==> src/rtl/pipe_hazard_ctrl.sv <==
// rtl/pipe_hazard_ctrl.sv - pipeline stall/flush controller with mult/div busy tracking
// Derives register en/clr per stage from load-use, branch and mult/div hazards and M-stage exceptions.
module pipe_hazard_ctrl #(
  parameter int MULT_CYC = 5,
  parameter int DIV_CYC  = 10
) (
  input  logic        clk,
  input  logic        reset,
  input  logic [4:0]  RsD,
  input  logic [4:0]  RtD,
  input  logic        RsUseD,
  input  logic        RtUseD,
  input  logic        BranchD,
  input  logic        MdUseD,
  input  logic [4:0]  RegAddrE,
  input  logic        RegWriteE,
  input  logic        MemtoRegE,
  input  logic [4:0]  RegAddrM,
  input  logic        RegWriteM,
  input  logic        MemtoRegM,
  input  logic        MdStartE,
  input  logic        MdOpE,
  input  logic        ExcOccurM,
  output logic        StallF,
  output logic        StallD,
  output logic        StallE,
  output logic        StallM,
  output logic        ClrD,
  output logic        ClrE,
  output logic        ClrM,
  output logic        ClrW,
  output logic        PCExc,
  output logic        MdStartOK,
  output logic        MdBusy,
  output logic [31:0] StallCnt
);

  localparam int MAX_CYC = (DIV_CYC > MULT_CYC) ? DIV_CYC : MULT_CYC;
  localparam int CNT_W   = (MAX_CYC < 2) ? 1 : $clog2(MAX_CYC + 1);
  localparam logic [CNT_W-1:0] MULT_LOAD = CNT_W'(MULT_CYC);
  localparam logic [CNT_W-1:0] DIV_LOAD  = CNT_W'(DIV_CYC);

  typedef enum logic {
    S_IDLE = 1'b0,
    S_BUSY = 1'b1
  } md_state_t;

  md_state_t        state;
  md_state_t        state_next;
  logic [CNT_W-1:0] md_cnt;
  logic [CNT_W-1:0] md_cnt_next;
  logic [CNT_W-1:0] md_load;
  logic [31:0]      stall_cnt;

  logic e_hit;
  logic m_hit;
  logic load_use;
  logic branch_haz;
  logic start_ok;
  logic busy;
  logic md_haz;
  logic stall;

  // Register 0 is hardwired, so a zero destination never matches.
  assign e_hit = (RegAddrE != 5'd0) &&
                 ((RsUseD && (RsD == RegAddrE)) || (RtUseD && (RtD == RegAddrE)));
  assign m_hit = (RegAddrM != 5'd0) &&
                 ((RsUseD && (RsD == RegAddrM)) || (RtUseD && (RtD == RegAddrM)));

  assign load_use   = RegWriteE && MemtoRegE && e_hit;
  assign branch_haz = BranchD && ((RegWriteE && e_hit) ||
                                  (RegWriteM && MemtoRegM && m_hit));

  // A start younger than the committing exception must never launch.
  assign start_ok = MdStartE && !ExcOccurM;
  assign busy     = start_ok || (md_cnt != '0);
  assign md_haz   = MdUseD && busy;
  assign stall    = load_use || branch_haz || md_haz;
  assign md_load  = MdOpE ? DIV_LOAD : MULT_LOAD;

  assign StallE   = 1'b0;
  assign StallM   = 1'b0;
  assign StallCnt = stall_cnt;

  always_comb begin
    StallF    = 1'b0;
    StallD    = 1'b0;
    ClrD      = 1'b0;
    ClrE      = 1'b0;
    ClrM      = 1'b0;
    ClrW      = 1'b0;
    PCExc     = 1'b0;
    MdStartOK = 1'b0;
    MdBusy    = 1'b0;
    if (!reset) begin
      MdStartOK = start_ok;
      MdBusy    = busy;
      // Older instructions in W still retire, so ClrW stays low on an exception.
      if (ExcOccurM) begin
        ClrD  = 1'b1;
        ClrE  = 1'b1;
        ClrM  = 1'b1;
        PCExc = 1'b1;
      end else if (stall) begin
        StallF = 1'b1;
        StallD = 1'b1;
        ClrE   = 1'b1;
      end
    end
  end

  always_comb begin
    state_next  = state;
    md_cnt_next = md_cnt;
    case (state)
      S_IDLE: begin
        if (start_ok) begin
          md_cnt_next = md_load;
          state_next  = (md_load != '0) ? S_BUSY : S_IDLE;
        end
      end
      S_BUSY: begin
        // An in-flight operation is older than any exception and keeps counting.
        if (start_ok) begin
          md_cnt_next = md_load;
          state_next  = (md_load != '0) ? S_BUSY : S_IDLE;
        end else begin
          md_cnt_next = md_cnt - 1'b1;
          if (md_cnt == CNT_W'(1)) begin
            state_next = S_IDLE;
          end
        end
      end
      default: begin
        state_next  = S_IDLE;
        md_cnt_next = '0;
      end
    endcase
  end

  always_ff @(posedge clk) begin
    if (reset) begin
      state     <= S_IDLE;
      md_cnt    <= '0;
      stall_cnt <= 32'd0;
    end else begin
      state  <= state_next;
      md_cnt <= md_cnt_next;
      if (StallD && (stall_cnt != 32'hFFFF_FFFF)) begin
        stall_cnt <= stall_cnt + 32'd1;
      end
    end
  end

endmodule

==> config.mk <==
export PLATFORM = sky130hd
export DESIGN_NAME = pipe_hazard_ctrl
export DESIGN_NICKNAME = d
export VERILOG_FILES = /design/src/rtl/pipe_hazard_ctrl.sv
export SDC_FILE = /design/constraint.sdc
export NUM_CORES = 1
export LEC_CHECK = 0
export CAP_MARGIN = 40
export CORE_MARGIN = 5
export CORE_UTILIZATION = 42
export CTS_CLUSTER_DIAMETER = 80
export DETAILED_ROUTE_END_ITERATION = 8
export PLACE_DENSITY = 0.76
export SYNTH_ARGS = -nofsm -noshare
export SYNTH_HDL_FRONTEND = slang
export SYNTH_SLANG_ARGS = --single-unit
==> constraint.sdc <==
create_clock -name clk -period 2 [get_ports clk]
set_input_delay 0.4 -clock clk [delete_from_list [all_inputs] [get_ports clk]]
set_output_delay 0.4 -clock clk [all_outputs]
set_load 0.005 [all_outputs]
==> results of run 1 <==
worst paths after layout:
path	to	cells after the start	startpoint	slack, ps
worst min-delay path	StallCnt[23]$_SDFFE_PP0P_	2	StallCnt[23]$_SDFFE_PP0P_	530
worst max-delay path	StallCnt[21]$_SDFFE_PP0P_	10	RtD[2]	-120
worst max register to register	StallCnt[21]$_SDFFE_PP0P_	9	md_cnt[0]$_SDFFE_PP0P_	-40
worst min register to register	StallCnt[23]$_SDFFE_PP0P_	2	StallCnt[23]$_SDFFE_PP0P_	530
worst min-delay path: stages, from the launching register on:
cell,delay (ps)
dfxtp_1,340
o31ai_1,80
a21oi_1,60
layer usage:
layer  wire (microns)  share of wire
met4              152          0.017
met2             4410           0.50
met3              584          0.066
met5                0              0
met1             3740           0.42
registers in the layout, summed over array words and instances, names as in the netlist:
| signal | cells |
|---|---|
| md_cnt | 4 |
| StallCnt | 32 |
| state | 1 |
cells by family after synthesis:
kind of cell    after synthesis  synth area share
fa+ha+maj                     4            0.0209
buf+inv                      33            0.0759
other cells                   1           0.00157
xor+xnor                     23            0.0843
compound gates               73             0.189
flops                        37             0.310
mux                           3            0.0141
simple gates                129             0.305
through the flow:
stage               total power (W)  std cells  hold WS [ps]  setup WS [ps]
finish                      0.00170        493           527           -122
global route                0.00176        493           569           -169
CTS                         0.00165        489           516          -17.4
detailed placement          0.00106        474           502           -836
global placement            0.00105        474           478           -809
floorplan                  0.000906        305           477           23.7
power by group:
| part | internal, W | switching, W | leakage [nW] |
|---|---|---|---|
| clock | 0.000274 | 0.000271 | 0.0443 |
| sequential | 0.000748 | 0.00000717 | 0.299 |
| combinational | 0.000225 | 0.000177 | 1.23 |
cell usage in the layout (no fill, tap or decap), drive strengths merged, types with 2 or more instances in the layout:
| cell type | count |
|---|---|
| a31oi | 2 |
| and2 | 3 |
| nor2 | 15 |
| or3 | 7 |
| dfxtp | 37 |
| xnor2 | 21 |
| and3 | 9 |
| nand3 | 22 |
| nor2b | 4 |
| o22ai | 2 |
| buf | 82 |
| o311ai | 2 |
| o21ai | 7 |
| ha | 4 |
| nand4 | 15 |
| o31ai | 21 |
| inv | 7 |
| a21oi | 33 |
| conb | 3 |
| xor2 | 2 |
| or4 | 20 |
| mux2 | 3 |
| nand2 | 20 |
| clkdlybuf4s50 | 38 |
| clkbuf | 9 |
| bufbuf | 2 |
| and4 | 2 |
| dlygate4sd2 | 10 |
| nor3 | 8 |
final cells by class:
class	count	share of cell area
Inverter	7	0.00629
Tap cell	72	0.0216
Sequential cell	37	0.177
Timing Repair Buffer	135	0.327
Clock buffer	7	0.0207
Multi-Input combinational cell	235	0.447
timing repair:
action / 4_1_cts / 5_1_grt
gates resized for setup: 171 / 58
hold endpoints to repair: 0 / 0
pin swaps: 56 / 27
hold buffers: 0 / 0
cloned: 3 / 1
endpoints found under the setup margin: 39 / 35
buffers inserted: 5 / 3
==> metrics, run 1 <==
dpl hpwl 5.52 mm; register bit total from synthesis 37; Setup TNS -2520 ps; WP buf/inv 3; sequential element share of the synthesized area 0.310; Final Setup Violations 30; Core Footprint 0.00551 sq mm; # rows 27; wire length per cell 18.0 microns; failing checks negative setup slack; cells along the critical path buf_2 > xnor2_1 > nand2_1 > o22ai_1 > a32oi_2 > o21a_2 > buf_8 > buf_12 > or4_4 > a21oi_1; I/O pin total 76; Crit. End Element register; syn avg cell area 7.89 sq um; port buffer count 72; critical path launch point type input pin; post-synth top area share 0.310; die width 85.5 microns; first-pass GRT wire length 13.7 mm; Peak VDD IR 0.260 mV; slowest CP cell or4_4; final worst slack -122 ps; Slew Viols, Final 0; Global Route met2 Usage 0.409; drt first pass iters 4; final worst-path cycle share 1.06; Detailed Route Iter0 Violations 195; filler instances 380; family with the most delay on the worst path compound AO/OA/AOI/OAI gates; Top Usage Layer GRT met2; Power Dens Cells 407 mW/mm^2; # Max-Cap Violations 0; Post-synth ARST share 0; Routed Antenna Nets 0; Setup Skew 4.75 ps; met3 Use GR 0.0515; CP Max Fanout 13; post-synthesis cell count 303; area leader, netlist dfxtp_1; via/cell ratio 5.86; Worst-Skew Late Latency 290 ps; met1 Usage GRT 0.275; endpoints failing hold 0; status complete, but fails checks; routed wire length 8.89 mm; H-tree Lvls 2; WP data required 2230 ps; Multi-input gate area 0.00187 sq mm; Num CTS Buffers 5; Register Area 742 sq um; diode count 0; final core utilization 0.759; post-layout min period 2120 ps; Initial Utilization 0.434; Nets 458; DRC 0; most used flip-flop cell after synthesis dfxtp_1; placed instance area 0.00348 sq mm; Sink Count 37; Unique masters post-synth 42; global route overflow 0; ratio of cells with drive above 1 in the final layout 0.390; largest net degree at the start of global routing 22; RD Place Congestion 0.997; Max Fclk 471 MHz; largest cells by area after synthesis dfxtp_1 31%, xnor2_1 7.7%, a21oi_1 6.9%, o31ai_1 6.6%, or4_1 6.3%; vias in the first global route 2844; TritonCTS clock tree done; initial antenna violation count 0; top cells by count, synth 37 x dfxtp_1, 33 x a21oi_1, 22 x nand3_1; number of synthesized flops with an enable pin 0; arrival time at the worst endpoint 2350 ps; type of the worst min-delay path reg2reg; most frequent cell after synthesis dfxtp_1; Leak 1.57 nW; clk slew on worst S/H paths 70 ps; CP Class in2reg; Final Cell Area 0.00418 sq mm; worst-case clock buffer depth 2; via count 2887; Die H 85.5 microns; Area Overhead vs Synth 74.8%; die area 0.00730 sq mm; root buf cell clkbuf_8; Overall Global Routing Usage 0.230; mapped cell area 0.00239 sq mm; unrepaired setup endpoints after global routing yes; YS warnings 0; Worst path max stage delay 500 ps
No activity file was read; power rests on OpenSTA's default activity.
==> inputs of run 2 (changes only) <==
--- a/config.mk
+++ b/config.mk
@@ -7,5 +7,4 @@
 export LEC_CHECK = 0
 export CAP_MARGIN = 40
-export CORE_MARGIN = 5
 export CORE_UTILIZATION = 42
 export CTS_CLUSTER_DIAMETER = 80
==> constraint.sdc (replaced) <==
create_clock -name clk -period 2 [get_ports clk]
set_input_delay 0.6 -clock clk [delete_from_list [all_inputs] [get_ports clk]]
set_output_delay 0.6 -clock clk [all_outputs]
set_load 0.005 [all_outputs]
==> run 2 against run 1 <==
Against the previous run: fmax is 13% lower; clock-buffer cell count stayed put; the run still ends with negative setup slack left; critical endpoint is now StallD; clock power hardly changed; critical path type is now in2out; die area is 18% lower; highest routed layer unchanged; power is 3.1% lower; worst setup slack worse by 320 ps.
==> metrics, run 2 (synthesized netlist as in run 1, its figures left out) <==
status complete, but fails checks; failing checks negative setup slack; most common cell after layout, fill and taps aside buf_4; Sink Count 37 (unchanged); Num CTS Buffers 5 (unchanged); global route overflow 0 (unchanged); cells along the critical path buf_6 > xnor2_1 > nand4_1 > o22ai_2 > a32oi_1 > buf_4 > o21a_4 > inv_4 > buf_6; dpl hpwl 5.37 mm (-2.7%); Area Overhead vs Synth 59.8%; Final Setup Violations 34 (+13%); via/cell ratio 5.65 (-3.5%); Peak VDD IR 0.342 mV (+32%); die area 0.00600 sq mm (-18%); worst-case clock buffer depth 2 (unchanged); # rows 27 (unchanged); Core Footprint 0.00551 sq mm (unchanged); final worst-path cycle share 1.22 (+0.160); type of the worst min-delay path reg2reg; slowest CP cell xnor2_1; WP buf/inv 4 (+1); die width 77.5 microns (-9.4%); Nets 456 (-0.44%); most frequent cells in the layout 55 x buf_4, 37 x dfxtp_1, 36 x clkdlybuf4s50_1; initial antenna violation count 0 (unchanged); critical path launch point type input pin; ratio of cells with drive above 1 in the final layout 0.310 (-0.0793); vias in the first global route 2673 (-6.0%); final worst slack -443 ps (-321 ps); Slew Viols, Final 0 (unchanged); wire length per cell 15.8 microns (-12%); Worst path max stage delay 220 ps (-280 ps); DP Worst Slack -1160 ps (-321 ps); RD Place Congestion 0.879 (-12%); R2R Path Start md_cnt[1]$_SDFFE_PP0P_; Setup Skew 1.02 ps (-3.74 ps); # Max-Cap Violations 0 (unchanged); largest net degree at the start of global routing 30 (+36%); unrepaired setup endpoints after global routing yes; max FFs per register 32 (unchanged); drt first pass iters 4 (unchanged); Min-Delay Startpoint StallCnt[28]$_SDFFE_PP0P_; DRC 0 (unchanged); Overall Global Routing Usage 0.255 (+0.0257); Die H 77.5 microns (-9.4%); # hold bufs at CTS 0 (unchanged); first-pass GRT wire length 12.3 mm (-9.6%); CP Max Fanout 3 (-10); I/O pin total 76 (unchanged); Crit. End Element output pin; post-layout min period 2440 ps (+321 ps); port buffer count 72 (unchanged); most frequent cell on the critical path buf_6; arrival time at the worst endpoint 1840 ps (-510 ps); WP data required 1400 ps (-830 ps); family with the most delay on the worst path compound AO/OA/AOI/OAI gates; Worst-Skew Late Latency 290 ps (about the same); H-tree Lvls 2 (unchanged); Initial Utilization 0.434 (unchanged); Leak 1.45 nW (-7.9%); Multi-input gate area 0.00170 sq mm (-9.2%); total power 0.00165 W (-3.1%); TritonCTS clock tree done; Routed Antenna Nets 0 (unchanged); crit path launch RegAddrE[0]; diode count 0 (unchanged); Max Fclk 409 MHz (-13%); clk slew on worst S/H paths 70 ps (about the same); Register Area 741 sq um (-0.17%); routed wire length 7.77 mm (-13%); CP Class in2out; worst hold slack 503 ps (-23.6 ps); Power Dens Cells 432 mW/mm^2 (+6.1%); endpoints failing hold 0 (unchanged); Detailed Route Iter0 Violations 136 (-30%); via count 2774 (-3.9%); Setup TNS -9210 ps (-6700 ps); filler instances 433 (+14%); root buf cell clkbuf_8
-- run 2: cell type report --
cell class                 count  share of cell area
inverter                       7             0.00753
multi-input combinational    235               0.444
timing repair buffer         133               0.308
clock buffer                   7              0.0226
sequential                    37               0.194
tap                           72              0.0236
-- run 2: worst paths after layout --
kind | end | slack [ps] | cells after the start
worst max-delay path | StallD | -440 | 9
worst min-delay path | StallCnt[28]$_SDFFE_PP0P_ | 500 | 2
worst max register to register | StallCnt[20]$_SDFFE_PP0P_ | -90 | 9
worst min register to register | StallCnt[28]$_SDFFE_PP0P_ | 500 | 2
-- run 2: through the flow --
| step | cells | util | cell area [sq um] |
|---|---|---|---|
| 2_1_floorplan | 305 | - | 2450 |
| 3_3_place_gp | 479 | 0.639 | 3520 |
| 3_5_place_dp | 479 | 0.639 | 3520 |
| 4_1_cts | 491 | 0.672 | 3700 |
| 5_1_grt | 491 | 0.694 | 3820 |
| 6_report | 491 | 0.694 | 3820 |
-- run 2: report_power, final --
group | switching [W] | internal [W]
Sequential | 0.00000755 | 0.000747
Clock | 0.000270 | 0.000274
Combinational | 0.000161 | 0.000190
-- run 2: per-layer routing --
layer,share of wire,track usage,vias to the layer above
li1,-,-,1359
met1,0.42,0.312,1316
met2,0.50,0.434,81
met3,0.046,0.0518,18
met4,0.027,0.106,0
met5,0,0,-
-- run 2: worst register-to-register path, stage by stage (launching register included) --
cell and delay [ps]:
dfxtp_1 340, inv_1 60, ha_1 240, a31oi_2 210
nand2_1 100, o21a_4 140, buf_6 180, buf_4 200
or4_1 430, a21oi_2 140
-- run 2: repair_timing --
item	in CTS	in global routing
pin swaps	30	6
gates resized for setup	156	27
cloned	1	0
endpoints found under the setup margin	40	40
setup buffers	4	0
==> inputs of run 3 (changes only) <==
CTS_CLUSTER_SIZE = 8   (was not set)
GPL_TIMING_DRIVEN = 0   (was not set)
==> run 3 against run 2 <==
Against the previous run: the run still ends with negative setup slack left; sequential share of layout area decreased by 0.83 points; critical path depth is 1 higher; first-iteration DRC count grew 95%; fmax down 1.4%; final area rose by 7.8%; largest power group unchanged.
==> metrics, run 3 (synthesized netlist as in run 1, its figures left out) <==
most frequent cell on the critical path buf_6; root buf cell clkbuf_8; Crit. End Element output pin; max FFs per register 32 (unchanged); # Max-Cap Violations 0 (unchanged); failing checks negative setup slack; final worst slack -479 ps (-35.8 ps); TritonCTS clock tree done; Comb power frac 0.219 (+0.006); worst hold slack 487 ps (-16.1 ps); Overall Global Routing Usage 0.250 (-0.00499); P_int 0.00118 W (-2.9%); WP data required 1400 ps (about the same); diode count 0 (unchanged); critical path launch point type input pin; cells along the critical path buf_2 > xnor2_1 > nand4_1 > o22ai_2 > a32oi_2 > o21a_2 > buf_6 > clkinv_4 > buf_6 > buf_6; clk slew on worst S/H paths 80 ps (about the same); Die H 77.5 microns (unchanged); first-pass GRT wire length 12.1 mm (-2.2%); status complete, but fails checks; Hold Path Depth 2 (unchanged); slowest CP cell o21a_2; Max Fclk 403 MHz (-1.4%); ratio of cells with drive above 1 in the final layout 0.427 (+0.117); Setup Skew 6.48 ps (+5.46 ps); total power 0.00163 W (-0.94%); wire length per cell 17.6 microns (+11%); Core Footprint 0.00551 sq mm (unchanged); # rows 27 (unchanged); unrepaired setup endpoints after global routing yes; Sw Share 0.280 (+0.0142); Area Overhead vs Synth 72.3%; H-tree Lvls 2 (unchanged); Final Setup Violations 35 (+2.9%); type of the worst min-delay path reg2reg; sequential share of power 0.463 (+0.005); largest net degree at the start of global routing 12 (-60%); arrival time at the worst endpoint 1880 ps (+40 ps); Worst path max stage delay 240 ps (+20 ps); endpoints failing hold 0 (unchanged); Detailed Route Iter0 Violations 265 (+95%); Slew @ Worst Pin 626 ps; post-layout min period 2480 ps (+35.8 ps); RD Place Congestion 0.825 (-6.2%); Initial Utilization 0.434 (unchanged); Clock power frac 0.318 (-0.012); Power Dens Cells 397 mW/mm^2 (-8.1%); global route overflow 0 (unchanged); Routed Antenna Nets 0 (unchanged); final core utilization 0.748 (+0.0543); Psw 0.000457 W (+4.4%); via/cell ratio 6.00 (+6.2%); Num CTS Buffers 5 (unchanged); dpl hpwl 5.05 mm (-5.9%); most common cell after layout, fill and taps aside clkdlybuf4s50_1; worst-case clock buffer depth 2 (unchanged); port buffer count 72 (unchanged); Leak 1.41 nW (-2.7%); Top Usage Layer GRT met2; R2R depth 7 (-2); die area 0.00600 sq mm (unchanged); most frequent cells in the layout 36 x clkdlybuf4s50_1, 22 x dfxtp_1, 21 x a21oi_1; initial antenna violation count 0 (unchanged); relative slew slack 0.583; Nets 434 (-4.8%); Worst-Skew Late Latency 290 ps (about the same); DRC 0 (unchanged); Sink Count 37 (unchanged); # hold bufs at CTS 0 (unchanged); met1 Usage GRT 0.331 (+0.0187); CP Class in2out; vias in the first global route 2458 (-8.0%); CP Max Fanout 3 (unchanged); final worst-path cycle share 1.24 (+0.0179); I/O pin total 76 (unchanged); via count 2819 (+1.6%); routed wire length 8.26 mm (+6.3%); Peak VDD IR 0.346 mV (+1.0%); Global Route met2 Usage 0.411 (-0.0230); drt first pass iters 5 (+1); Slew Viols, Final 0 (unchanged); die width 77.5 microns (unchanged); met3 Use GR 0.0459 (-0.00588)
## run 3: cell types whose count changed in the layout (fill, tap and decap cells not counted), moves of 13 or more
cell     previous run  this run
o31ai_4             0        15
dfxtp_1            37        22
dfxtp_2             0        13
o31ai_1            21         1
buf_4              55        16
## run 3: power groups by stage
| stage | clock, W | combinational, W | sequential [W] |
|---|---|---|---|
| 2_1_floorplan | 0 | 0.000143 | 0.000774 |
| 3_3_place_gp | 0 | 0.000272 | 0.000775 |
| 3_5_place_dp | 0 | 0.000275 | 0.000776 |
| 4_1_cts | 0.000531 | 0.000293 | 0.000757 |
| 5_1_grt | 0.000559 | 0.000382 | 0.000759 |
| 6_report | 0.000519 | 0.000358 | 0.000757 |
## run 3: metrics by stage
step | TNS [ps] | std cells | instance area (sq um) | setup slack (ps)
2_1_floorplan | -1010 | 305 | 2450 | -210
3_3_place_gp | -34790 | 449 | 3260 | -1420
3_5_place_dp | -35320 | 449 | 3260 | -1430
4_1_cts | -3380 | 465 | 3610 | -430
5_1_grt | -9330 | 470 | 4120 | -549
6_report | -6950 | 470 | 4120 | -479
## run 3: final cells by class
type	count	area (sq um)
Clock buffer	6	72.6
Inverter	7	31.3
Timing Repair Buffer	87	833
Buffer	24	267
Multi-Input combinational cell	235	2050
Clock inverter	2	10.0
Tap cell	72	90.1
Sequential cell	37	764
Fill cell	376	1390
## run 3: path summary, 6_finish.rpt
path	startpoint	slack (ps)	to
worst max register to register	StallCnt[3]$_SDFFE_PP0P_	-220	StallCnt[20]$_SDFFE_PP0P_
worst min-delay path	StallCnt[13]$_SDFFE_PP0P_	490	StallCnt[13]$_SDFFE_PP0P_
worst min register to register	StallCnt[13]$_SDFFE_PP0P_	490	StallCnt[13]$_SDFFE_PP0P_
worst max-delay path	RsD[3]	-480	StallF
## run 3: routing by layer
layer | up-vias | part of all wire | wire, microns
li1 | 1322 | - | -
met2 | 127 | 0.49 | 4060
met3 | 13 | 0.060 | 495
met5 | - | 0 | 0
met4 | 0 | 0.016 | 134
met1 | 1357 | 0.43 | 3570
## run 3: what timing repair did
action | CTS | global route
gates resized for setup | 196 | 99
setup endpoints to repair | 42 | 36
buffers inserted | 11 | 2
cloned | 0 | 4
pin swaps | 32 | 31
## run 3: worst max-delay path, delay by kind of cell
| kind | cells | cell delay (ps) |
|---|---|---|
| AOI/OAI and AO/OA | 3 | 470 |
| buffers and inverters | 5 | 450 |
| xor gates and xnor gates | 1 | 210 |
| and+or+nand+nor | 1 | 150 |
